--- src/rtl/cacheline_arbiter_pkg.sv ---
// Shared types for the I/D cacheline arbiter: FSM states and transaction owner.
package arbiter_types;

  typedef enum logic [1:0] {
    IDLE    = 2'd0,
    GRANT_I = 2'd1,
    GRANT_D = 2'd2,
    DONE    = 2'd3
  } arb_state_t;

  typedef enum logic {
    OWNER_I = 1'b0,
    OWNER_D = 1'b1
  } arb_owner_t;

  function automatic arb_owner_t other_owner(input arb_owner_t o);
    return (o == OWNER_D) ? OWNER_I : OWNER_D;
  endfunction

endpackage

--- src/rtl/cacheline_arbiter_grant_sel.sv ---
// Grant select for the cacheline arbiter. Fixed D-side priority by default;
// round-robin with a pointer flop when CACHELINE_ARB_RR_EN is defined.
module arb_grant_sel
  import arbiter_types::*;
(
`ifdef CACHELINE_ARB_RR_EN
  input  logic       clk,
  input  logic       rst,
  input  logic       i_take,
`endif
  input  logic       i_req_i,
  input  logic       i_req_d,
  output arb_owner_t o_owner,
  output logic       o_any
);

  assign o_any = i_req_i | i_req_d;

`ifdef CACHELINE_ARB_RR_EN
  // r_prio names the side that wins a tie; it flips away from every winner.
  arb_owner_t r_prio;

  always_ff @(posedge clk) begin
    if (!rst) begin
      r_prio <= OWNER_D;
    end else if (i_take && o_any) begin
      r_prio <= other_owner(o_owner);
    end
  end

  always_comb begin
    o_owner = OWNER_I;
    if (i_req_i && i_req_d) begin
      o_owner = r_prio;
    end else if (i_req_d) begin
      o_owner = OWNER_D;
    end
  end
`else
  always_comb begin
    o_owner = i_req_d ? OWNER_D : OWNER_I;
  end
`endif

endmodule

--- src/rtl/cacheline_arbiter.sv ---
// Shares one memory cacheline port between I-cache and D-cache miss paths.
// Round-robin grant when CACHELINE_ARB_RR_EN is defined, else fixed D priority.
module cacheline_arbiter
  import arbiter_types::*;
#(
  parameter int LINE_W = 256,
  parameter int ADDR_W = 32
) (
  input  logic              clk,
  input  logic              rst,
  input  logic              icache_pmem_read,
  input  logic [ADDR_W-1:0] icache_pmem_address,
  output logic [LINE_W-1:0] icache_pmem_rdata,
  output logic              icache_pmem_resp,
  input  logic              dcache_pmem_read,
  input  logic              dcache_pmem_write,
  input  logic [ADDR_W-1:0] dcache_pmem_address,
  input  logic [LINE_W-1:0] dcache_pmem_wdata,
  output logic [LINE_W-1:0] dcache_pmem_rdata,
  output logic              dcache_pmem_resp,
  output logic              pmem_read,
  output logic              pmem_write,
  output logic [ADDR_W-1:0] pmem_address,
  output logic [LINE_W-1:0] pmem_wdata,
  input  logic [LINE_W-1:0] pmem_rdata,
  input  logic              pmem_resp
);

  arb_state_t        r_state;
  arb_state_t        w_state_nxt;
  arb_owner_t        w_win;
  logic              w_any;
  logic              w_d_req;
  logic              w_grant;
  logic              w_d_wr;
  logic [ADDR_W-1:0] r_addr;
  logic [LINE_W-1:0] r_wdata;
  logic              r_write;

  assign w_d_req = dcache_pmem_read | dcache_pmem_write;
  assign w_d_wr  = dcache_pmem_write;
  assign w_grant = (r_state == IDLE) && w_any;

  arb_grant_sel u_grant_sel (
`ifdef CACHELINE_ARB_RR_EN
    .clk     (clk),
    .rst     (rst),
    .i_take  (w_grant),
`endif
    .i_req_i (icache_pmem_read),
    .i_req_d (w_d_req),
    .o_owner (w_win),
    .o_any   (w_any)
  );

  always_ff @(posedge clk) begin
    if (!rst) begin
      r_state <= IDLE;
    end else begin
      r_state <= w_state_nxt;
    end
  end

  // Latched request: the memory side never follows the requester inputs.
  always_ff @(posedge clk) begin
    if (!rst) begin
      r_addr  <= '0;
      r_wdata <= '0;
      r_write <= 1'b0;
    end else if (w_grant) begin
      if (w_win == OWNER_D) begin
        r_addr  <= dcache_pmem_address;
        r_wdata <= w_d_wr ? dcache_pmem_wdata : '0;
        r_write <= w_d_wr;
      end else begin
        r_addr  <= icache_pmem_address;
        r_wdata <= '0;
        r_write <= 1'b0;
      end
    end
  end

  assign pmem_address = r_addr;
  assign pmem_wdata   = r_wdata;

  always_comb begin
    w_state_nxt       = r_state;
    pmem_read         = 1'b0;
    pmem_write        = 1'b0;
    icache_pmem_resp  = 1'b0;
    dcache_pmem_resp  = 1'b0;
    icache_pmem_rdata = '0;
    dcache_pmem_rdata = '0;
    case (r_state)
      IDLE: begin
        if (w_any) begin
          w_state_nxt = (w_win == OWNER_D) ? GRANT_D : GRANT_I;
        end
      end
      GRANT_I: begin
        pmem_read = 1'b1;
        // Response is gated by reset so an abandoned transaction never completes.
        if (pmem_resp && rst) begin
          icache_pmem_resp  = 1'b1;
          icache_pmem_rdata = pmem_rdata;
        end
        if (pmem_resp) begin
          w_state_nxt = DONE;
        end
      end
      GRANT_D: begin
        pmem_read  = !r_write;
        pmem_write = r_write;
        if (pmem_resp && rst) begin
          dcache_pmem_resp  = 1'b1;
          dcache_pmem_rdata = pmem_rdata;
        end
        if (pmem_resp) begin
          w_state_nxt = DONE;
        end
      end
      DONE: begin
        // Bubble so a request still held through the resp cycle is not regranted.
        w_state_nxt = IDLE;
      end
      default: begin
        w_state_nxt = IDLE;
      end
    endcase
  end

  a_dcache_rw_exclusive: assert property (
    @(posedge clk) disable iff (!rst) !(dcache_pmem_read && dcache_pmem_write)
  );

endmodule

--- config.mk ---
export PLATFORM = sky130hd
export DESIGN_NAME = cacheline_arbiter
export DESIGN_NICKNAME = d
export VERILOG_FILES = /design/src/rtl/cacheline_arbiter_pkg.sv /design/src/rtl/cacheline_arbiter_grant_sel.sv /design/src/rtl/cacheline_arbiter.sv
export SDC_FILE = /design/constraint.sdc
export NUM_CORES = 1
export LEC_CHECK = 0
export BUFFER_PORTS_ARGS = -buffer_cell sky130_fd_sc_hd__buf_4
export CELL_PAD_IN_SITES_DETAIL_PLACEMENT = 1
export CELL_PAD_IN_SITES_GLOBAL_PLACEMENT = 2
export CORE_AREA = 3 3 538 540
export CTS_BUF_LIST = sky130_fd_sc_hd__clkbuf_8 sky130_fd_sc_hd__clkbuf_16
export DETAILED_ROUTE_END_ITERATION = 10
export DIE_AREA = 0 0 541 543
export PLACE_DENSITY_LB_ADDON = 0.05
export SYNTH_ARGS = -nofsm -noshare
export SYNTH_HDL_FRONTEND = slang
export SYNTH_SLANG_ARGS = --single-unit
--- constraint.sdc ---
create_clock -name clk -period 2.65 [get_ports clk]
set_input_delay 0.795 -clock clk [delete_from_list [all_inputs] [get_ports clk]]
set_output_delay 0.795 -clock clk [all_outputs]
set_load 0.01 [all_outputs]
==> results.txt, run 1 <==
Summed over all layers, the global routing overflow is 0. The clock passes through at most 3 buffers. Summing all placed instances gives a cell area of 29700 um2. The layout filler cell count came out at 33.7k. The floorplan die height came out at 543 um.

Setup violations remaining at the end of the flow were counted as 514. Across the VDD grid, the largest voltage drop is 0.500 mV. The met3 layer usage reported by global route came out at 0.0562.

The number of buffers created by CTS is 47. The share of the synthesized area in the top cell type is 0.394. Of the available clock period, the critical path in the final layout requires 1.15.

The flow ran to the end, but the final reports show violations. The smallest clock period supported by the final layout is computed as 3060 ps. The max-slew violation total from the final report is 0.

The net count of the finished layout is 3846. STA puts the critical path data arrival time at 2260 ps. For met2 alone, demand over resource in global routing was 0.252. The detailed-placement wirelength estimate came out at 167 mm. sky130_fd_sc_hd__dfxtp_1 takes more of the synthesized area than any other cell.

The sum of routed wire length over all layers is 203 mm. The number of sinks on the clock net is 291. The overall fraction of global-route tracks in use is 0.130. The post-synthesis share of cell area spent on full adders, half adders and majority gates came out at 0.00338. The most crowded layer after global routing is met2.

STA classifies the critical path startpoint as a register. The total iterations of the first detailed-routing run came out at 4. The multi-input combinational cells in the finished layout cover a total of 8330 um2. The number of enable-type register cells in the synthesized netlist is 0. After detailed routing, the average wire length per cell comes to 28.6 um.

The critical path is of the reg -> out type. The measured slew at the worst slew-check pin came out at 960 ps. The power density over the cells came out at 679 nW/um2. Yosys printed 0 warnings. The relative area change from synthesis to final layout came out at 127%. The wire length of the first global-routing pass is 250 mm. The pin count of the biggest net entering global routing came out at 164. The fraction of layout cells with a size suffix above 1 came out at 0.535.

Of the total synthesized cell area, the portion taken by AND, OR, NAND and NOR gates is 0.394. Setup repair after global routing could not meet its margin everywhere. The peak fanout along the critical path is 9. The synthesized-area fraction occupied by ao, oa, aoi and oai cells came out at 0.113. The starting density of the core came out at 0.0519. The synthesized design contains 291 register bits.

The worst slew margin relative to its limit came out at 0.360. The smallest setup slack after layout came out at -410 ps. After clock tree synthesis, the clock-pin slew on the worst setup and hold paths is 70 ps. The total count of hold-check failures in the final report came out at 0. After clock tree synthesis, the flow added hold-fix buffers numbering 0. TritonCTS built the clock tree. The fraction of synthesized area in multiplexers came out at 0.0216. The clock reaches the later pin of the worst-skew pair after 650 ps. The register area came out at 5830 um2.

The residual DRC count is 0. After synthesis, the cell types taking the most area are sky130_fd_sc_hd__dfxtp_1, sky130_fd_sc_hd__and2_1, sky130_fd_sc_hd__nand4_1. The final core area utilization is 0.118. A synthesized cell averages 7.76 um2. The area of the core region is 285000 um2. The die covers 294000 um2. The number of cell rows came out at 196. The dominant combinational cell family by area after synthesis is simple AND/OR/NAND/NOR gates. The checks that failed: setup timing. Including well taps, the total number of placed cells is 6924. The fraction of synthesized cell area in xor and xnor cells is 0. sky130_fd_sc_hd__and2_1 is the most common cell in the netlist. The number of standard cells in the final layout excluding fillers is 7105. The worst endpoint required time is 1860 ps.

In this run the tool buffered the top-level ports with 1385 buffer cells. The upper clock frequency limit came out at 327 MHz. The worst-case clock skew is 37.9 ps. The cell area after synthesis is 14800 um2. Of all flip-flops after synthesis, the portion carrying an async set or reset was 0. Synthesis instantiated 26 different standard cells from the library. The routed layout has 20.0k vias. The minimum setup slack among reg-to-reg paths is 670 ps. The average via count per standard cell is 2.82.

The detail route stage leaves a number of antenna-violating nets equal to 0. The cell chosen for the clock root is sky130_fd_sc_hd__clkbuf_16. The number of top-level pins is 1386. The global-route met1 utilization is 0.126. The cell area after layout is 33600 um2. The max capacitance violation total came out at 0. After technology mapping, the gate count stands at 1908. The tightest min-delay check is of the in -> reg type.

The die outline width came out at 541 um. Of the synthesized area, sequential elements account for 0.394. The net count after synthesis came out at 2494. Summed over all cells, the static leakage comes to 14.3 nW. STA classifies the critical path endpoint as an output pin. The number of global-route vias before repair was 21.6k. The H-tree was split into 2 levels. After the first detailed-routing iteration, the DRC count stood at 658. The initial antenna violation count came out at 125.

Counting instances in the post-synthesis netlist gives the leading cell types as sky130_fd_sc_hd__and2_1, sky130_fd_sc_hd__dfxtp_1, sky130_fd_sc_hd__nand2_1, sky130_fd_sc_hd__o21ai_1, sky130_fd_sc_hd__nand4_1. The final RePlAce weighted congestion came out at 0.781. The most instantiated flip-flop cell in the synthesis netlist is sky130_fd_sc_hd__dfxtp_1.
## cell families after synthesis
family / count (synthesis)
AO/OA/AOI/OAI: 329
adder cells (fa/ha/maj): 4
buffers and inverters: 216
flip-flops: 291
multiplexers: 32
AND/OR/NAND/NOR: 1036
## layout make-up
cell class | count | share of cell area
clock buffer | 63 | 0.0415
sequential | 291 | 0.174
timing repair buffer | 1517 | 0.389
clock inverter | 22 | 0.00432
inverter | 2 | 0.000372
antenna | 47 | 0.00350
tap | 3762 | 0.140
multi-input combinational | 1401 | 0.248
## final timing paths
kind | from | to | depth (start not counted)
max | r_state[0] | dcache_pmem_rdata[163] | 9
max reg2reg | r_state[0] | pmem_wdata[83] | 7
min reg2reg | pmem_wdata[157] | pmem_wdata[157] | 2
min | dcache_pmem_wdata[95] | pmem_wdata[95] | 3
## per-stage QoR
| step | TNS [ps] | hold WS (ps) | setup slack, ps | total power, mW |
|---|---|---|---|---|
| floorplan | 0 | 445 | 208 | 9.90 |
| global placement | -78730 | 438 | -406 | 16.2 |
| detailed placement | -77210 | 442 | -408 | 16.1 |
| CTS | -238890 | 275 | -575 | 23.8 |
| global route | -231370 | 345 | -534 | 24.6 |
| finish | -160970 | 399 | -410 | 22.8 |
## where the power goes
group	switching (mW)	internal, mW
clock	2.76	3.77
sequential	0.516	5.29
combinational	6.33	4.14
## sequential cells by signal, summed over array words and instances (netlist names)
| register | count |
|---|---|
| pmem_wdata | 256 |
| pmem_address | 32 |
| r_state | 2 |
| r_write | 1 |
## worst max-delay path: stages (launching register included)
cell and delay [ps]:
sky130_fd_sc_hd__dfxtp_4 360, sky130_fd_sc_hd__inv_4 40, sky130_fd_sc_hd__ha_4 150, sky130_fd_sc_hd__and3_4 170
sky130_fd_sc_hd__buf_12 150, sky130_fd_sc_hd__buf_12 160, sky130_fd_sc_hd__buf_12 150, sky130_fd_sc_hd__clkbuf_16 160
sky130_fd_sc_hd__and2_1 150, sky130_fd_sc_hd__buf_4 140
## metal layers
layer,part of all wire,up-vias
li1,-,9290
met1,0.34,9504
met2,0.54,923
met3,0.093,250
met4,0.023,38
met5,0.0014,-
## layout by cell type (no fill, tap or decap), types with 2 or more instances in the layout
cell type                   instances
sky130_fd_sc_hd__and3_4             2
sky130_fd_sc_hd__ha_4               3
sky130_fd_sc_hd__clkbuf_16         61
sky130_fd_sc_hd__and2_4           159
sky130_fd_sc_hd__clkbuf_8          16
sky130_fd_sc_hd__o21ai_1          258
sky130_fd_sc_hd__dfxtp_1          289
sky130_fd_sc_hd__clkinv_2           9
sky130_fd_sc_hd__buf_8             19
sky130_fd_sc_hd__mux2i_1           32
sky130_fd_sc_hd__nand2_1          259
sky130_fd_sc_hd__nor2b_1            2
sky130_fd_sc_hd__buf_12            26
sky130_fd_sc_hd__inv_4              2
sky130_fd_sc_hd__inv_1              9
sky130_fd_sc_hd__dfxtp_4            2
sky130_fd_sc_hd__nand4_1          256
sky130_fd_sc_hd__a21oi_1           33
sky130_fd_sc_hd__o21ai_0           33
sky130_fd_sc_hd__buf_4           1281
sky130_fd_sc_hd__buf_6            158
sky130_fd_sc_hd__and2_1           354
sky130_fd_sc_hd__buf_16            19
sky130_fd_sc_hd__diode_2           47
## timing repair
item | CTS | global route
cloned | 14 | 14
pin swaps | 38 | 69
buffers inserted | 17 | 12
hold endpoints to repair | 0 | 0
setup endpoints to repair | 516 | 515
resized for setup | 247 | 175
Note: power is estimated with default switching activity, not from simulation.
==> run 2, diff against run 1 <==
- PLACE_DENSITY_LB_ADDON: 0.05 -> 0.1
==> run 2 against run 1 <==
Effect of this change:
- flip-flop and latch count unchanged
- critical path type unchanged
- count of clock-buffer cells in the layout decreased by 5
- routed wire length decreased by 7.3%
- sequential power barely moved
- design area shrank 1.3%
- sequential share of layout area is 0.22 points higher
- the flow still finishes with violations (setup timing)
- clock skew is 8.3 ps lower
- via count down 1.4%
==> results.txt, run 2 (same netlist as run 1, synthesis figures left out) <==
The flow ran to the end, but the final reports show violations. The final reports fail on setup timing. Dividing the final minimum period by the clock period gives 1.14. The smallest setup slack after layout is -364 ps. The area growth from synthesis to layout is 124%. The arrival time of data at the critical path endpoint came out at 2220 ps. The initial antenna violation count came out at 84.

The most frequent standard cell in the layout excluding fill and tap cells is sky130_fd_sc_hd__buf_4. The startpoint class of the critical path is a register. The power density over the cells came out at 685 nW/um2. Traced cell by cell, the critical path runs through inv_2, ha_4, and3_4, buf_4, buf_12, buf_16, buf_6, and2_1, buf_4.

The average via count per standard cell came out at 2.79. The latest clock arrival within the worst-skew pair is 640 ps. The number of hold-repair buffers added at the cts stage is 0.

The number of buffers and inverters on the critical path is 6. The maximum ir drop on the vdd rail is 0.407 mV. The final RePlAce weighted congestion is 0.774. In this run the vertical extent of the chip is 543 um. The first global-routing pass estimated 235 mm of wire.

The root buffer cell chosen for the clock tree is sky130_fd_sc_hd__clkbuf_16. The worst-case clock skew is 29.5 ps. The starting density of the core is 0.0519. The clock passes through at most 3 buffers. The final core area utilization came out at 0.116.

The worst register-to-register path ends at pmem_address[27]. The overall fraction of global-route tracks in use came out at 0.121. The remaining global-route overflow came out at 0. The biggest cell delay along the critical path is 340 ps. After clock tree synthesis, the clock-pin slew on the worst setup and hold paths is 60 ps.

The library cell appearing most often on the critical path is sky130_fd_sc_hd__buf_4. Of the cells placed in the final design, the portion with a size suffix greater than 1 is 0.518. The depth of the most critical reg-to-reg path came out at 8. The sum of routed wire length over all layers came out at 188 mm. The vias after detailed routing came out at 19.7k. Summing all multi-input logic gate instances after layout gives 8200 um2. The port buffer count is 1385. The analysis attributes to cell leakage a power of 14.1 nW. The die covers 294000 um2. The minimum setup slack among reg-to-reg paths is 720 ps. On the critical path, the stage with the largest delay is an instance of sky130_fd_sc_hd__dfxtp_2. The start-to-end type of the worst setup path is reg -> out. The worst min-delay path category is in -> reg. In this run the remaining antenna-violating nets after routing total 0.

The worst endpoint required time came out at 1860 ps. Measured against its own limit, the worst slew margin works out to 0.551. The path with the worst hold slack has its endpoint at pmem_wdata[6]. The post-placement cell count came out at 6924. The detailed-placement wirelength estimate is 156 mm. After detailed routing, the average wire length per cell comes to 26.6 um. The register with the most flip-flops in the layout has 256 of them. The number of top-level pins came out at 1386.

The number of cell rows is 196. Leaving out fill and tap cells, the most frequent cells in the layout are sky130_fd_sc_hd__buf_4, sky130_fd_sc_hd__and2_1, sky130_fd_sc_hd__dfxtp_1. The peak fanout along the critical path is 11. The number of global-route vias before repair came out at 21.3k.

The finished layout holds 7068 standard cells, fillers aside. For this run, the post-layout net count is 3840. The number of buffers created by CTS is 48.

In this run, the number of DRC markers left after iteration 0 of detailed routing was 626. The max-slew violation total from the final report came out at 0. Counting the fill cells in the layout gives 33.7k. Summing all flip-flop and latch instances after layout gives 5830 um2.

The pre-antenna-repair detailed-routing pass consisted of 4 iterations. Across the run, the number of max-cap violations was 0. For the pin with the worst max-slew slack, the measured transition is 673 ps. The minimum clock period is 3010 ps. After routing, the total negative slack on setup checks comes to -143760 ps. The startpoint of the worst setup timing path is r_state[1]. The pin count of the biggest net entering global routing is 127. Setup repair after global routing could not meet its margin everywhere. The count of final setup violators came out at 506. The clock net in this run drives a total of 291 sinks. Among cell families on the critical path, the largest total delay comes from buffers and inverters. The core region is 285000 um2. Along the worst hold path, the cell count comes to 3. The TritonCTS clock tree is built.

The die outline width came out at 541 um. For this run, design rule violations remaining after detail routing come to 0. The H-tree was split into 2 levels. In this run the critical register-to-register path is launched from r_state[0]. The upper clock frequency limit came out at 332 MHz. The critical path endpoint category is an output pin. The startpoint identified for the worst hold timing path is dcache_pmem_wdata[6]. The total count of hold-check failures in the final report is 0.
[run 2: worst max-delay path by stage]
stage | to | cells after the start
floorplan | icache_pmem_rdata[100] | 5
global placement | dcache_pmem_rdata[213] | 6
detailed placement | dcache_pmem_rdata[213] | 6
CTS | dcache_pmem_rdata[58] | 8
global route | icache_pmem_rdata[230] | 9
finish | icache_pmem_rdata[250] | 9
[run 2: tightest hold or removal path: stages]
cell and delay, ps:
sky130_fd_sc_hd__buf_4 70, sky130_fd_sc_hd__nand4_1 70, sky130_fd_sc_hd__o21ai_0 70
[run 2: repair_timing]
action / 4_1_cts / 5_1_grt
gates cloned: 15 / 6
resized for setup: 173 / 107
buffers inserted: 15 / 6
endpoints found under the setup margin: 516 / 514
pin swaps: 6 / 15
[run 2: power by group]
group | leakage (nW) | total [mW] | internal [mW] | switching (mW)
sequential | 2.39 | 5.81 | 5.29 | 0.517
clock | 0.818 | 6.51 | 3.84 | 2.67
combinational | 10.9 | 10.4 | 4.23 | 6.16
total | 14.1 | 22.7 | 13.4 | 9.35
[run 2: area by class of cell]
class,count,share of cell area
Antenna cell,17,0.00128
Multi-Input combinational cell,1401,0.247
Clock buffer,58,0.0404
Sequential cell,291,0.176
Tap cell,3762,0.142
Timing Repair Buffer,1510,0.387
Clock inverter,27,0.00637
Inverter,2,0.000302
[run 2: metal layers]
| layer | up-vias | global-route usage | part of all wire |
|---|---|---|---|
| met2 | 924 | 0.227 | 0.52 |
| li1 | 9221 | - | - |
| met3 | 211 | 0.0587 | 0.11 |
| met5 | - | 0 | 0.0013 |
| met4 | 38 | 0.0229 | 0.020 |
| met1 | 9338 | 0.120 | 0.35 |
[run 2: per-stage QoR]
stage	total power, mW	area, um2	hold WS (ps)	setup WS, ps
after detailed placement	16.1	29900	442	-302
after floorplan	9.90	14800	445	208
after global routing	24.5	33100	350	-501
final	22.7	33200	397	-364
after CTS	23.6	32600	305	-496
after global placement	16.2	29900	438	-309
